**src/rtl/game_reg_bank_if.sv**
```systemverilog
// rtl/game_reg_bank_if.sv - processor register write/readback bus for game_reg_bank
interface game_reg_bank_if #(
    parameter int DATA_W = 32,
    parameter int ADDR_W = 5
);
    logic              wr_en;
    logic [ADDR_W-1:0] wr_addr;
    logic [DATA_W-1:0] wr_data;
    logic [ADDR_W-1:0] rd_addr;
    logic [DATA_W-1:0] rd_data;

    modport master (output wr_en, wr_addr, wr_data, rd_addr, input rd_data);
    modport slave  (input wr_en, wr_addr, wr_data, rd_addr, output rd_data);
endinterface

```
**src/rtl/game_reg_bank.sv**
```systemverilog
// rtl/game_reg_bank.sv - game register bank with frame-synchronous commit, seed and frame counters
// GAME_REG_DOUBLE_BUFFER_EN selects shadow/live double buffering; otherwise writes go live at once.
module game_reg_bank #(
    parameter int DATA_W   = 32,
    parameter int NUM_REGS = 8,
    parameter int ADDR_W   = 5
) (
    input  logic                       clock,
    input  logic                       resetn,
    game_reg_bank_if.slave             bus,
    input  logic                       frame_sync,
    output logic [NUM_REGS*DATA_W-1:0] live_out,
    output logic [NUM_REGS-1:0]        dirty,
    output logic [DATA_W-1:0]          frame_count,
    output logic [DATA_W-1:0]          seed
);
    logic [DATA_W-1:0] shadow [NUM_REGS];
    logic [DATA_W-1:0] rd_val;

`ifdef GAME_REG_DOUBLE_BUFFER_EN
    logic [DATA_W-1:0]   live [NUM_REGS];
    logic [NUM_REGS-1:0] dirty_q;

    // Commit uses the pre-edge shadow, so a write racing frame_sync waits for the next sync.
    always_ff @(posedge clock or negedge resetn) begin
        if (!resetn) begin
            for (int i = 0; i < NUM_REGS; i++) begin
                shadow[i] <= '0;
                live[i]   <= '0;
            end
            dirty_q <= '0;
        end else begin
            for (int i = 0; i < NUM_REGS; i++) begin
                if (bus.wr_en && bus.wr_addr == ADDR_W'(i)) begin
                    shadow[i]  <= bus.wr_data;
                    dirty_q[i] <= 1'b1;
                end else if (frame_sync) begin
                    dirty_q[i] <= 1'b0;
                end
                if (frame_sync && dirty_q[i]) begin
                    live[i] <= shadow[i];
                end
            end
        end
    end

    for (genvar g = 0; g < NUM_REGS; g++) begin : g_live
        assign live_out[g*DATA_W +: DATA_W] = live[g];
    end
    assign dirty = dirty_q;
`else
    // Single copy: the shadow register is also the live register.
    always_ff @(posedge clock or negedge resetn) begin
        if (!resetn) begin
            for (int i = 0; i < NUM_REGS; i++) begin
                shadow[i] <= '0;
            end
        end else begin
            for (int i = 0; i < NUM_REGS; i++) begin
                if (bus.wr_en && bus.wr_addr == ADDR_W'(i)) begin
                    shadow[i] <= bus.wr_data;
                end
            end
        end
    end

    for (genvar g = 0; g < NUM_REGS; g++) begin : g_live
        assign live_out[g*DATA_W +: DATA_W] = shadow[g];
    end
    assign dirty = '0;
`endif

    // Out-of-range read addresses match no channel and return zero.
    always_comb begin
        rd_val = '0;
        for (int i = 0; i < NUM_REGS; i++) begin
            if (bus.rd_addr == ADDR_W'(i)) begin
                rd_val = shadow[i];
            end
        end
    end

    always_ff @(posedge clock or negedge resetn) begin
        if (!resetn) begin
            bus.rd_data <= '0;
            frame_count <= '0;
            seed        <= '0;
        end else begin
            bus.rd_data <= rd_val;
            seed        <= seed + 1'b1;
            if (frame_sync) begin
                frame_count <= frame_count + 1'b1;
            end
        end
    end
endmodule

```
**src/flat_wrapper.sv**
```systemverilog
// flat-port wrapper written by rule: the top's interface ports become plain ports
module game_reg_bank_flat 
#(
    parameter int DATA_W   = 32,
    parameter int NUM_REGS = 8,
    parameter int ADDR_W   = 5
)
  (clock, resetn, frame_sync, live_out, dirty, frame_count, seed, bus_wr_en, bus_wr_addr, bus_wr_data, bus_rd_addr, bus_rd_data);
  game_reg_bank_if #(.DATA_W(DATA_W), .ADDR_W(ADDR_W)) bus_i ();
  input  logic clock;
  input  logic resetn;
  input  logic frame_sync;
  output logic [NUM_REGS*DATA_W-1:0] live_out;
  output logic [NUM_REGS-1:0] dirty;
  output logic [DATA_W-1:0] frame_count;
  output logic [DATA_W-1:0] seed;
  input wire logic [$bits(bus_i.wr_en)-1:0] bus_wr_en;
  input wire logic [$bits(bus_i.wr_addr)-1:0] bus_wr_addr;
  input wire logic [$bits(bus_i.wr_data)-1:0] bus_wr_data;
  input wire logic [$bits(bus_i.rd_addr)-1:0] bus_rd_addr;
  output wire logic [$bits(bus_i.rd_data)-1:0] bus_rd_data;
  assign bus_i.wr_en = bus_wr_en;
  assign bus_i.wr_addr = bus_wr_addr;
  assign bus_i.wr_data = bus_wr_data;
  assign bus_i.rd_addr = bus_rd_addr;
  assign bus_rd_data = bus_i.rd_data;
  game_reg_bank #(.DATA_W(DATA_W), .NUM_REGS(NUM_REGS), .ADDR_W(ADDR_W)) u_core (.clock(clock), .resetn(resetn), .bus(bus_i), .frame_sync(frame_sync), .live_out(live_out), .dirty(dirty), .frame_count(frame_count), .seed(seed));
endmodule
```
**config.mk**
```make
export PLATFORM = sky130hd
export DESIGN_NAME = game_reg_bank_flat
export DESIGN_NICKNAME = d
export VERILOG_FILES = /design/src/rtl/game_reg_bank_if.sv /design/src/rtl/game_reg_bank.sv /design/src/flat_wrapper.sv
export SDC_FILE = /design/constraint.sdc
export NUM_CORES = 1
export LEC_CHECK = 0
export ABC_AREA = 1
export CELL_PAD_IN_SITES_DETAIL_PLACEMENT = 1
export CELL_PAD_IN_SITES_GLOBAL_PLACEMENT = 2
export CORE_UTILIZATION = 29
export DETAILED_ROUTE_END_ITERATION = 6
export GPL_TIMING_DRIVEN = 0
export HOLD_SLACK_MARGIN = 0.12
export PLACE_DENSITY_LB_ADDON = 0.08
export SLEW_MARGIN = 20
export SYNTH_ARGS = -nofsm -noshare
export SYNTH_HDL_FRONTEND = slang
export SYNTH_SLANG_ARGS = --single-unit
```
**constraint.sdc**
```tcl
create_clock -name clock -period 2 [get_ports clock]
set_input_delay 0.6 -clock clock [delete_from_list [all_inputs] [get_ports clock]]
set_output_delay 0.6 -clock clock [all_outputs]
set_load 0.02 [all_outputs]
```
# ---- After elaboration in Yosys (flattened, before gate mapping)
# Index checks and enable logic that the tools add are counted.
dict set report op_classes {
  addsub 2
  eq_ne 14
  n_mux 8
  reduce_logical 10
}
# operator n
set ops {}
lappend ops {{two-way mux 32 bit} 8}
lappend ops {{adder 32 x 1 -> 32 bit (second input constant)} 2}
lappend ops {{== test 5 x 3 -> 1 bit (second input constant)} 8}
lappend ops {{== test 5 x 2 -> 1 bit (second input constant)} 4}
lappend ops {{== test 5 x 1 -> 1 bit (second input constant)} 2}
lappend ops {{zero test 5 bit} 2}
lappend ops {{logical AND 1 bit} 8}
dict set report word_totals {
  regBits 352
  input_bits 46
  output_inout_bits 360
  elab_cells 45
}

# ---- Depth between registers and ports, before layout
dict set report logic_depth {
  word_depth 9
  depth_mapped 9
  depth_no_buf 9
}

# ---- Worst setup path before layout
# OpenSTA, ideal clock, no wires.
dict set report synth_timing {
  kind {input to register}
  start {in bus_rd_addr[4]}
  end {reg u_core.bus.rd_data[23]}
  setup_time_ns 0.132
  arrival_ns 1.578
  required_time_ns 1.868
  slack_ns 0.290
  cell_stages 8
  path_buffers 1
  path_cell_list {nor2_2 -> nand2_4 -> nor2_8 -> inv_2 -> buf_4 -> nor2_1 -> o21bai_1 -> nand4_1}
}
dict set report synth_via {
  elab_chain_len 9
  elab_cells_between_ends 16
  classes_between {eq/ne (7); mux (8); reduce/logical (1)}
}
# item line
set synth_rtl {}
lappend synth_rtl {{from (decl)} flat_wrapper.sv:20} ;# input wire logic [$bits(bus_i.rd_addr)-1:0] bus_rd_addr;
lappend synth_rtl {{zero test 5 bit} game_reg_bank.sv:77} ;# if (bus.rd_addr == ADDR_W'(i)) begin
lappend synth_rtl {{two-way mux 32 bit (7 in a row)} game_reg_bank.sv:77}
lappend synth_rtl {{two-way mux 32 bit *} game_reg_bank.sv:77}
lappend synth_rtl {{net u_core.rd_val[23]} game_reg_bank.sv:18} ;# logic [DATA_W-1:0] rd_val;
lappend synth_rtl {{to (signal assigned)} game_reg_bank.sv:89} ;# bus.rd_data <= rd_val;
lappend synth_rtl {{to (decl)} game_reg_bank_if.sv:13} ;# modport slave (input wr_en, wr_addr, wr_data, rd_addr, output rd_data);
# The timed path passes the listed nets; every way through them passes the cells marked *.
# A chain may end at the register's enable or synchronous reset.

# ---- Final worst setup path
dict set report layout_timing {
  start {reg u_core.shadow (netlist bit u_core.live_out[128])}
  end {out live_out[128]}
}
# item line
set layout_lines {}
lappend layout_lines {{from (decl)} game_reg_bank.sv:17} ;# logic [DATA_W-1:0] shadow [NUM_REGS];
lappend layout_lines {{from (signal, indexed assignment)} game_reg_bank.sv:61} ;# shadow[i] <= bus.wr_data;
lappend layout_lines {{to (decl)} flat_wrapper.sv:13} ;# output logic [NUM_REGS*DATA_W-1:0] live_out;
# No word-level cell between the ends.

==> summary.txt <==
Min-delay src - u_core.seed[31]
Number of remaining DRC errors - 42
Antenna violations before repair - 1
Max incr delay on CP - 0.45 ns
Setup slack, reg-to-reg - 0.24 ns
Worst slew pin tran - 0.876 ns
Reg2reg start - u_core.seed[0]
Seq pwr share - 42.6%
First drt pass iteration count - 7
Max_cap viols - 0
Final Cell Area - 0.0218 mm^2
Gr busiest metal - met2
Unrepaired setup endpoints after global routing - yes
Vias in the first global route - 15600
Setup crit start kind - register
Top Family by Delay on Critical Path - buffers and inverters
Max stage delay cell, worst path - dlygate4sd2_1
Critical path endpoint category - output pin
Share of layout cells above drive strength 1 - 10.7%
Total wire length - 73700 um
Nets - 2319
Core Rows - 84
Worst reg2reg path depth - 7
Final period util - 99.1%
Die Footprint - 0.0547 mm^2
Hold WS - 0.470 ns
Grt met1 use - 34.6%
Vias post-DR - 15100
Clock skew - 0.00570 ns
Placer Congestion - 0.836
Power Dens Cells - 990 mW/mm^2
Leakage - 0.0112 uW
Number of vias per cell - 5.07
Peak fanout along the critical path - 3
Synthesized instance count - 1807
Met2 usage - 44.1%
Hold crit path type - reg -> reg
IO buf count - 396
# IOs - 406
Largest net degree at the start of global routing - 89
DRT antenna net count - 0
Max_slew headroom - 41.6%
CP Class - reg -> out
Clock slew at reported path FFs - 0.06 ns
GRT Total Usage - 27.0%
Sw Share - 33.8%
Cell Area, Placed - 0.0205 mm^2
Die W - 234 um
Post-Syn Area - 0.0156 mm^2
Violated checks - DRC
Slew Viols, Final - 0
WL per Instance - 24.7 um
Max Fclk - 0.505 GHz
Number of failing hold endpoints at the final stage - 0
Antenna diodes - 0
Met3 Usage GRT - 6.25%
Ys Warns - 0
Clock power frac - 35.0%
Hold path cells - 1
Worst-Skew Late Latency - 0.57 ns
Die Ht - 234 um
CTS root buffer - clkbuf_16
Area Overhead vs Synth - 40.0%
Hold worst-path end - u_core.seed[31]
Power Internal - 14300 uW
Clk buf depth - 3
Post-synthesis sequential area ratio - 56.5%
Crit-path cells - dlygate4sd2_1
H-Tree Depth - 2
Buf/Inv on CP - 1
Final min period - 1.98 ns
Starting Density - 29.5%
CTS tree - done
First DRT Iteration DRCs - 1044
CP required - 1.40 ns
First-pass GRT wire length - 107000 um
Endpoints failing setup - 0
Clk sinks - 352
Avg Inst Size Synth - 8.62 um^2
Cell variety after synth - 31
VDD IR max - 0.000652 V
Status - finished with violations
Worst reg2reg endpoint - u_core.seed[30]
Seq cells post-synth - 352
P_sw - 7290 uW
Gr ovfl total - 0
Worst Path Arrival - 1.38 ns
CP Depth - 1
CTS Buf Count - 43
HPWL after DPL - 52900 um
Core area - 0.0529 mm^2
Logic pwr share - 22.4%
cells in the mapped netlist, drive strengths merged:
| cell | instances | share of area [%] |
|---|---|---|
| inv | 103 | 2.5 |
| nor3b | 1 | 0.080 |
| xor2 | 33 | 1.9 |
| conb | 1 | 0.024 |
| ha | 2 | 0.16 |
| clkbuf | 70 | 1.7 |
| xnor2 | 13 | 0.73 |
| nor3 | 21 | 0.74 |
| nand4 | 130 | 5.2 |
| dfrtp | 352 | 57 |
| or2 | 4 | 0.16 |
| nand3 | 48 | 1.6 |
| nand2 | 590 | 14 |
| and3 | 1 | 0.040 |
| nor2 | 114 | 3.2 |
| nand3b | 11 | 0.55 |
| buf | 29 | 1.1 |
| o21bai | 23 | 1.1 |
| a21oi | 5 | 0.16 |
| o21ai | 256 | 8.2 |
worst max-delay path by stage:
stage	from	endpoint	slack, ns
floorplan	bus_rd_addr[4]	u_core.bus.rd_data[23]	0.29
global placement	resetn	u_core.seed[14]	-16.44
detailed placement	bus_rd_addr[4]	u_core.bus.rd_data[15]	-1.32
CTS	bus_wr_en	u_core.live_out[40]	-0.21
global route	bus_wr_en	u_core.live_out[13]	-0.07
finish	u_core.live_out[128]	live_out[128]	0.02
repair_timing:
action,in CTS,in global routing
buffers inserted,4,7
endpoints found under the setup margin,618,348
hold buffers,1,0
resized for setup,478,142
pin swaps,1,3
gates cloned,0,0
hold endpoints to repair,57,0
power groups by stage:
stage | registers (uW) | clock network (uW) | logic, uW
final | 9210 | 7550 | 4830
after floorplan | 10400 | 0 | 1080
after global routing | 9350 | 8020 | 5230
after CTS | 9190 | 7750 | 4890
after global placement | 9310 | 0 | 5480
after detailed placement | 9340 | 0 | 5590
placed cells by master (no fill, tap or decap), types with 10 or more instances in the layout:
cell type	netlist	layout
buf_4	10	28
nor3_1	19	19
o21bai_1	23	23
inv_1	96	96
nand2_1	582	578
nor2_1	98	96
o21ai_0	256	256
nand4_1	130	130
clkdlybuf4s50_1	0	41
clkbuf_1	70	19
clkbuf_16	0	45
nand3_1	47	47
clkdlybuf4s15_1	0	37
dfrtp_1	352	347
xnor2_1	13	13
nand3b_1	10	10
clkdlybuf4s15_2	0	11
buf_2	16	26
clkbuf_2	0	53
dlygate4sd2_1	0	286
xor2_1	33	33
flip-flops by register name, summed over array words and instances (netlist names):
signal,flops
u_core.bus.rd_data,32
u_core.frame_count,32
u_core.live_out,256
u_core.seed,32
cell families (layout without fill, tap and decap cells):
family | count (synthesis) | after routing | synth area share, %
AO/OA/AOI/OAI | 284 | 284 | 9.49
XOR/XNOR | 46 | 46 | 2.59
adder cells (fa/ha/maj) | 2 | 2 | 0.161
buffers and inverters | 202 | 686 | 5.24
flip-flops | 352 | 352 | 56.5
other | 1 | 8 | 0.0241
AND/OR/NAND/NOR | 920 | 920 | 26.0
per-layer routing:
metal	up-vias	wire, um
met1	7682	31100
met2	462	34800
met5	-	13
li1	6856	-
met3	146	4980
met4	2	2820
final cells by class:
cell class	instances	area, um^2
timing repair buffer	412	3760
inverter	103	394
fill	6255	31100
multi-input combinational	1260	6070
clock inverter	7	60.1
clock buffer	65	1260
sequential	352	8810
buffer	99	596
tap	688	861
metrics by stage:
stage	setup TNS (ns)	worst slack [ns]	utilization, %	power, uW	cells
3_5_place_dp	-229.76	-1.32	38.9	14900	2902
4_1_cts	-10.35	-0.206	41.0	21800	2979
3_3_place_gp	-5979.89	-16.44	38.6	14800	2898
5_1_grt	-1.37	-0.0721	41.3	22600	2986
2_1_floorplan	0	0.290	-	11500	1814
6_report	0	0.0184	41.3	21600	2986
No activity file was read; power rests on OpenSTA's default activity.
